File: src/rtl/mining_result_framer_if.sv
// Byte-stream link between the result framer and its byte sink (UART TX or similar).
//
// Handshake: the master raises tx_valid with tx_data. Once tx_valid is high, tx_data and
// tx_valid stay unchanged until the slave has tx_ready high on a rising edge. That edge is
// the transfer. tx_valid never drops without a transfer. tx_ready is ignored while
// tx_valid is low.
interface mining_result_framer_if;
    logic [7:0] tx_data;
    logic       tx_valid;
    logic       tx_ready;

    modport master (
        output tx_data,
        output tx_valid,
        input  tx_ready
    );

    modport slave (
        input  tx_data,
        input  tx_valid,
        output tx_ready
    );
endinterface

File: src/rtl/mining_result_framer.sv
// Mining result framer.
//
// Watches the miner's busy flag. When a run ends (busy falls), it snapshots found, nonce and
// hash, then streams one frame over the tx link:
//   SYNC_BYTE, STATUS (01 found / 00 exhausted), nonce MSB first, HASH_BYTES hash bytes MSB first.
// If a run ends while a frame is still in flight, that result is dropped and the sticky
// overrun flag is set.
//
// Optional feature macro: RESULT_CHECKSUM_EN. When defined, the frame gets one more byte:
// the XOR of every byte after SYNC.
module mining_result_framer #(
    parameter logic [7:0] SYNC_BYTE  = 8'hA5,
    parameter int         HASH_BYTES = 32
) (
    input  logic                          clk,
    input  logic                          rst_n,
    input  logic                          miner_busy,
    input  logic                          miner_found,
    input  logic [31:0]                   miner_nonce,
    input  logic [255:0]                  miner_hash,
    mining_result_framer_if.master        tx,
    output logic                          frame_busy,
    output logic                          overrun,
    output logic [15:0]                   frames_sent
);

`ifdef RESULT_CHECKSUM_EN
    localparam int CSUM_BYTES = 1;
`else
    localparam int CSUM_BYTES = 0;
`endif

    localparam int         FRAME_LEN = 6 + HASH_BYTES + CSUM_BYTES;
    localparam logic [5:0] LAST_IDX  = 6'(FRAME_LEN - 1);

    typedef enum logic {
        IDLE = 1'b0,
        SEND = 1'b1
    } state_t;

    state_t         state;
    logic           busy_q;
    logic           snap_found;
    logic [31:0]    snap_nonce;
    logic [255:0]   snap_hash;
    logic [5:0]     idx;
    logic [7:0]     data_q;
    logic           valid_q;
    logic [7:0]     next_byte;
    logic           run_end;
    logic           accept;
`ifdef RESULT_CHECKSUM_EN
    logic [7:0]     csum;
`endif

    assign tx.tx_data  = data_q;
    assign tx.tx_valid = valid_q;

    // A run ends on the cycle busy is seen falling; it cannot coincide with busy rising.
    assign run_end = busy_q && !miner_busy;
    assign accept  = valid_q && tx.tx_ready;

    // Byte i of the frame, built from the snapshot (the checksum byte is handled separately).
    function automatic logic [7:0] frame_byte(input logic [5:0] i);
        logic [7:0] b;
        logic [1:0] nsel;
        logic [4:0] hsel;
        b    = 8'h00;
        nsel = 2'(6'd5 - i);
        hsel = 5'(6'd37 - i);
        if (i == 6'd0) begin
            b = SYNC_BYTE;
        end else if (i == 6'd1) begin
            b = snap_found ? 8'h01 : 8'h00;
        end else if (i < 6'd6) begin
            b = snap_nonce[{nsel, 3'b000} +: 8];
        end else begin
            b = snap_hash[{hsel, 3'b000} +: 8];
        end
        return b;
    endfunction

    // Byte to present after the current one is accepted.
    always_comb begin
        next_byte = frame_byte(idx + 6'd1);
`ifdef RESULT_CHECKSUM_EN
        if ((idx + 6'd1) == LAST_IDX) begin
            next_byte = csum ^ data_q;
        end
`endif
    end

    // Framer FSM: snapshot on run end, then step through the frame one accepted byte at a time.
    always_ff @(posedge clk or negedge rst_n) begin
        if (!rst_n) begin
            state       <= IDLE;
            busy_q      <= 1'b0;
            snap_found  <= 1'b0;
            snap_nonce  <= 32'h0;
            snap_hash   <= 256'h0;
            idx         <= 6'd0;
            data_q      <= 8'h00;
            valid_q     <= 1'b0;
            frame_busy  <= 1'b0;
            overrun     <= 1'b0;
            frames_sent <= 16'h0000;
`ifdef RESULT_CHECKSUM_EN
            csum        <= 8'h00;
`endif
        end else begin
            busy_q <= miner_busy;
            case (state)
                IDLE: begin
                    if (run_end) begin
                        snap_found <= miner_found;
                        snap_nonce <= miner_nonce;
                        snap_hash  <= miner_hash;
                        idx        <= 6'd0;
                        data_q     <= SYNC_BYTE;
                        valid_q    <= 1'b1;
                        frame_busy <= 1'b1;
                        state      <= SEND;
`ifdef RESULT_CHECKSUM_EN
                        csum       <= 8'h00;
`endif
                    end
                end
                SEND: begin
                    // Includes the cycle the last byte goes out: that result is still lost.
                    if (run_end) begin
                        overrun <= 1'b1;
                    end
                    if (accept) begin
                        if (idx == LAST_IDX) begin
                            valid_q     <= 1'b0;
                            data_q      <= 8'h00;
                            frame_busy  <= 1'b0;
                            frames_sent <= frames_sent + 16'd1;
                            idx         <= 6'd0;
                            state       <= IDLE;
                        end else begin
                            idx    <= idx + 6'd1;
                            data_q <= next_byte;
`ifdef RESULT_CHECKSUM_EN
                            if (idx != 6'd0) begin
                                csum <= csum ^ data_q;
                            end
`endif
                        end
                    end
                end
                default: state <= IDLE;
            endcase
        end
    end

endmodule

File: src/flat_wrapper.sv
// flat-port wrapper written by rule: the top's interface ports become plain ports
module mining_result_framer_flat 
#(
    parameter logic [7:0] SYNC_BYTE  = 8'hA5,
    parameter int         HASH_BYTES = 32
)
  (clk, rst_n, miner_busy, miner_found, miner_nonce, miner_hash, frame_busy, overrun, frames_sent, tx_tx_data, tx_tx_valid, tx_tx_ready);
  mining_result_framer_if tx_i ();
  input  logic clk;
  input  logic rst_n;
  input  logic miner_busy;
  input  logic miner_found;
  input  logic [31:0] miner_nonce;
  input  logic [255:0] miner_hash;
  output logic frame_busy;
  output logic overrun;
  output logic [15:0] frames_sent;
  output wire logic [$bits(tx_i.tx_data)-1:0] tx_tx_data;
  output wire logic [$bits(tx_i.tx_valid)-1:0] tx_tx_valid;
  input wire logic [$bits(tx_i.tx_ready)-1:0] tx_tx_ready;
  assign tx_tx_data = tx_i.tx_data;
  assign tx_tx_valid = tx_i.tx_valid;
  assign tx_i.tx_ready = tx_tx_ready;
  mining_result_framer #(.SYNC_BYTE(SYNC_BYTE), .HASH_BYTES(HASH_BYTES)) u_core (.clk(clk), .rst_n(rst_n), .miner_busy(miner_busy), .miner_found(miner_found), .miner_nonce(miner_nonce), .miner_hash(miner_hash), .tx(tx_i), .frame_busy(frame_busy), .overrun(overrun), .frames_sent(frames_sent));
endmodule
File: config.mk
export PLATFORM = sky130hd
export DESIGN_NAME = mining_result_framer_flat
export DESIGN_NICKNAME = d
export VERILOG_FILES = /design/src/rtl/mining_result_framer_if.sv /design/src/rtl/mining_result_framer.sv /design/src/flat_wrapper.sv
export SDC_FILE = /design/constraint.sdc
export NUM_CORES = 1
export LEC_CHECK = 0
export BUFFER_PORTS_ARGS = -buffer_cell sky130_fd_sc_hd__clkbuf_2
export CELL_PAD_IN_SITES_DETAIL_PLACEMENT = 1
export CELL_PAD_IN_SITES_GLOBAL_PLACEMENT = 1
export CORE_MARGIN = 5
export CORE_UTILIZATION = 35
export DETAILED_ROUTE_END_ITERATION = 8
export GPL_TIMING_DRIVEN = 0
export PLACE_DENSITY = 0.75
export SYNTH_ARGS = -nofsm -noshare
export SYNTH_HDL_FRONTEND = slang
export SYNTH_SLANG_ARGS = --single-unit
File: constraint.sdc
create_clock -name clk -period 4.6 [get_ports clk]
set_input_delay 0.46 -clock clk [delete_from_list [all_inputs] [get_ports clk]]
set_output_delay 0.46 -clock clk [all_outputs]
set_load 0.03 [all_outputs]
# Word-level counts from Yosys, hierarchy flattened
# Index checks and enable logic that the tools add are counted.
# word_totals
reg_bits,323
latchBits,0
mem_bits_rw,0
romBits,0
output_inout_bits,27
elab_cells,52
mem_count,0
# op_classes
addsub,4
multipliers,0
div,0
n_lt_le_gt_ge,1
n_eq_ne,5
n_shift,2
n_mux,20
bitwise,1
reduce_logical,9
# op_table
cell,n
256-bit by 9-bit variable part select with 8-bit output,1
8-bit 2-to-1 mux,6
32-bit by 6-bit variable part select with 8-bit output,1
6-bit 2-to-1 mux,3
"16-bit by 1-bit adder with 16-bit output, second input constant",1
8-bit case mux with 2 select lines,1
6-bit case mux with 2 select lines,1
1-bit 2-to-1 mux,7
"6-bit by 1-bit adder with 6-bit output, second input constant",1
"6-bit by 1-bit equality test with 1-bit output, second input constant",1
"6-bit equality test, second input constant",1
6-bit zero test,1
"6-bit by 3-bit < comparator with 1-bit output, second input constant",1
2-bit AND reduction,3
3-bit AND reduction,2
"3-bit by 5-bit subtractor with 5-bit output, first input constant",1
"2-bit inequality test, second input constant",2
1-bit case mux with 2 select lines,2
1-bit logical AND,2
"2-bit by 1-bit inequality test with 1-bit output, second input constant",1
"1-bit by 2-bit subtractor with 2-bit output, first input constant",1
1-bit zero test,1
1-bit NOT,1

# Depth between registers and ports, before layout
# depth
word_depth,9
depth_mapped,12

# Worst setup path before layout
# OpenSTA, ideal clock, no wires.
# synth_timing
path_kind,reg-to-reg
startpoint,register u_core.idx[0]
endpoint,register u_core.data_q[7] (netlist: u_core.tx.tx_data[7])
setup_time_ns,0.127
arrival_time_ns,2.666
path_slack_ns,1.807
stages_incl_launch_ff,12
n_path_buf,3
cell_sequence,dfrtp_1 > buf_6 > buf_6 > inv_1 > ha_1 > ha_1 > xor2_2 > xor2_2 > buf_4 > mux4_2 > o21ai_0 > a31oi_1
# synth_via
elab_chain_len,9
# synth_rtl
element,line,rtl
start: declaration,mining_result_framer.sv:46,logic [5:0] idx;
start signal: assignment,mining_result_framer.sv:142,idx <= idx + 6'd1;
6-bit by 1-bit adder with 6-bit output,mining_result_framer.sv:85,next_byte = frame_byte(idx + 6'd1);
3-bit by 5-bit subtractor with 5-bit output / 1-bit by 2-bit subtractor with 2-bit output (equally long branches),"mining_result_framer.sv:70, mining_result_framer.sv:69",
256-bit by 9-bit variable part select with 8-bit output / 32-bit by 6-bit variable part select with 8-bit output (equally long branches),"mining_result_framer.sv:78, mining_result_framer.sv:76",
8-bit 2-to-1 mux,mining_result_framer.sv:75,end else if (i < 6'd6) begin
8-bit 2-to-1 mux,mining_result_framer.sv:73,end else if (i == 6'd1) begin
8-bit 2-to-1 mux,mining_result_framer.sv:71,if (i == 6'd0) begin
8-bit 2-to-1 mux (*),mining_result_framer.sv:134,if (idx == LAST_IDX) begin
8-bit 2-to-1 mux (*),mining_result_framer.sv:133,if (accept) begin
8-bit case mux with 2 select lines (*),mining_result_framer.sv:112,case (state)
end signal: assignment,mining_result_framer.sv:143,data_q <= next_byte;
end: declaration,mining_result_framer.sv:47,logic [7:0] data_q;
# Every way passes the cells marked *; elsewhere a longest branch is shown, timed or not. The select of a mux whose other input is x is not followed.
# A chain may end at the register's enable or synchronous reset.

# Worst setup path in the final report
# layout_timing
startpoint,register u_core.idx[0]
endpoint,register u_core.data_q[1] (netlist: u_core.tx.tx_data[1])
# The elaborated chain is that of the path after synthesis.

==> results.yml <==
grt:
  gr-usage-all-layers: 0.2074
  antenna_found_initial: 23
  grt-ovfl-total: 0
  grt_pass1_wl_mm: 72.37
  grt_pass1_vias: 11279
  grt_max_degree: 92
die:
  initial_core_util: 0.3537
  die-area_um2: 46610
  rows: 75
  die_w_um: 215.9
  coreArea_um2: 41950
  pin_count: 320
  die_h_um: 215.9
layout:
  layout.cells.most_common_list: "323 x dfrtp_1, 318 x clkbuf_2, 289 x mux2_2, 47 x mux4_2, 45 x clkbuf_1"
  drive_gt1_frac: 0.5512
  area_growth_pct: 24.26
  stdcell_count: 1901
  layout_commonest_cell: "dfrtp_1"
  layout.nets: 1622
  stdcell_area_um2: 18440
logic_synthesis:
  syn_nets: 1259
  synth-seq-area-share: 0.5448
  synth_cells: 960
  yosys_warnings: 0
  yosys.cell_types.count: 51
  syn_area_um2: 14840
  synth_seq_cells: 323
  syn_avg_cell_area_um2: 15.45
timing:
  finalMaxSlewViolations: 0
  post-route-min-period_ns: 4.108
  worst_pin_slew_ns: 1.076
  min_period_over_period: 0.8930
  clock.fmax_mhz: 243.4
  hold_ws_ns: 0.04993
  slew_headroom: 0.2826
  finalSetupViolations: 0
  skew_ns: 0.01944
  rsz0062_at_grt: "false"
  hold_viol_final: 0
  setup_ws_ns: 0.4920
run:
  cap_violations: 0
detailed_routing:
  drc: 0
  drt_wl_total_mm: 48.52
  drtPass1Iterations: 4
  vias: 9913
  viasPerCell: 5.215
  wl_per_cell_um: 25.53
  drtIter0Drc: 550
  antenna_left: 0
place:
  dp_hpwl_mm: 36.36
  place_ws_ns: 0.4695
  io_buffers: 319
  dp.cells: 1821
  globalplace.congestion: 0.8443
  placed_area_um2: 17200
clock_network:
  post_cts_buffers: 0
  post_cts_resized: 0
  clk_path_buf_depth: 3
  clk_latency_ns: 0.56
  cts.clk_slew.worst_paths_ns: 0.06
  clockRootBuffer: "clkbuf_16"
  ctsHtreeMaxLevel: 2
  cts_tree: "done"
  cts_inserted_buffers: 38
  cts.sinks: 323
worst_setup_path:
  crit_type: "reg2reg"
  crit_buf_inv: 6
  slowest_delay_ns: 0.84
  arrival_ns: 4.55
  critPathLaunchType: "flop"
  slowest_stage: "buf_1"
  cp_max_fo: 10
  crit_path_cell_trace: "buf_6 -> buf_6 -> inv_1 -> ha_1 -> buf_2 -> buf_2 -> buf_1 -> mux4_2 -> a22oi_1 -> nand2_1 -> a221o_1"
  crit_family: "buffers and inverters"
  reg2reg_slack_ns: 0.49
  end_kind: "flop"
  worstPathRequired_ns: 5.04
power_and_ir_drop:
  max-vdd-ir-drop_mv: 0.3829
  power.leakage_nw: 8.627
  power_mw: 10.54
  p_per_area_nw_per_um2: 571.5
min_path:
  hp-class: "in2reg"
status:
  status: "complete, no violations"
worst paths after layout:
kind,from,endpoint,depth (start not counted)
worst max-delay path,u_core.idx[0]$_DFFE_PN0P_,u_core.tx.tx_data[1]$_DFFE_PN0P_,11
worst min-delay path,miner_busy,u_core.busy_q$_DFF_PN0_,1
worst max register to register,u_core.idx[0]$_DFFE_PN0P_,u_core.tx.tx_data[1]$_DFFE_PN0P_,11
worst min register to register,u_core.overrun$_DFFE_PN0P_,u_core.overrun$_DFFE_PN0P_,1
max in group asynchronous,rst_n,u_core.snap_hash[254]$_DFFE_PN0P_,4
min in group asynchronous,rst_n,u_core.snap_hash[14]$_DFFE_PN0P_,2
per-stage QoR:
stage	utilization	TNS, ns
4_1_cts	0.4387	0
5_1_grt	0.4393	0
6_report	0.4395	0
3_3_place_gp	0.4078	-1280.09
3_5_place_dp	0.4100	0
2_1_floorplan	-	0
worst register-to-register path, delay by kind of cell (launching register included):
kind,cells,cell delay (ns)
buf+inv,6,2.04
compound gates,2,0.60
mux,1,0.45
flops,1,0.43
fa+ha+maj,1,0.34
simple gates,1,0.13
final cells by class:
type                    instances  area, um2
multi-input cells             574       6381
flip-flops and latches        323       8083
clock inverters                 9      93.84
repair buffers                323       1698
diodes                         14      35.03
plain buffers                  59      357.8
fillers                      4344      23510
well taps                     539      674.4
inverters                       4      15.01
clock buffers                  56       1099
sequential cells by signal, summed over array words and instances, names as in the netlist:
name / count
u_core.snap_hash: 256
u_core.snap_nonce: 32
u_core.frames_sent: 16
u_core.tx.tx_data: 8
u_core.idx: 6
u_core.busy_q: 1
u_core.overrun: 1
u_core.snap_found: 1
u_core.state: 1
u_core.tx.tx_valid: 1
repair_timing:
| action | CTS | global route |
|---|---|---|
| hold buffers | 1 | 0 |
| setup endpoints to repair | 0 | 0 |
| hold endpoints to repair | 65 | 0 |
routing by layer:
metal,part of all wire,vias up,GRT usage
met4,0.034,16,0.08628
met3,0.050,99,0.04779
met1,0.42,5199,0.2629
met5,0.0024,-,0
li1,-,4349,-
met2,0.50,250,0.3442
power breakdown:
part / total, mW / internal [mW] / switching, mW
sequential: 3.62 / 3.34 / 0.272
clock: 2.94 / 1.71 / 1.23
combinational: 3.98 / 1.77 / 2.21
total: 10.5 / 6.82 / 3.71
synth_stat cells, drive strengths merged:
cell type     number  area share
a2111o             1     0.00076
a21o               2      0.0010
a21oi             11      0.0037
a221o              4      0.0027
a22oi              9      0.0049
a31o               1     0.00059
a31oi              2     0.00084
and3              14      0.0059
and3b              1     0.00059
and4bb             1     0.00084
buf               22       0.014
clkbuf            36      0.0094
dfrtp            323        0.54
dlymetal6s2s       1     0.00084
ha                 6      0.0051
inv                4      0.0010
mux2             289        0.22
mux2i             11      0.0074
mux4              75        0.12
nand2             44       0.011
nand2b             5      0.0021
nand3              9      0.0030
nand4              6      0.0025
nor2              22      0.0056
nor2b              3      0.0013
nor3               4      0.0017
nor3b              1     0.00051
nor4               1     0.00042
o2111ai            3      0.0018
o211a              1     0.00067
o21a               3      0.0015
o21ai             13      0.0044
o22ai              1     0.00042
o31ai              1     0.00051
o32ai              4      0.0024
or2                2     0.00084
or3                2     0.00084
or4                1     0.00051
xnor2             11      0.0065
xor2              10      0.0069
cells by family (layout without fill, tap and decap cells):
logic type | count (synthesis) | after routing | share of synthesized area
compound gates | 56 | 56 | 0.02614
xor+xnor | 21 | 21 | 0.01341
fa+ha+maj | 6 | 6 | 0.005060
buf+inv | 63 | 451 | 0.02513
flops | 323 | 323 | 0.5448
mux | 375 | 375 | 0.3477
other cells | 0 | 14 | 0
simple gates | 116 | 116 | 0.03778
Note: power is estimated with default switching activity, not from simulation.
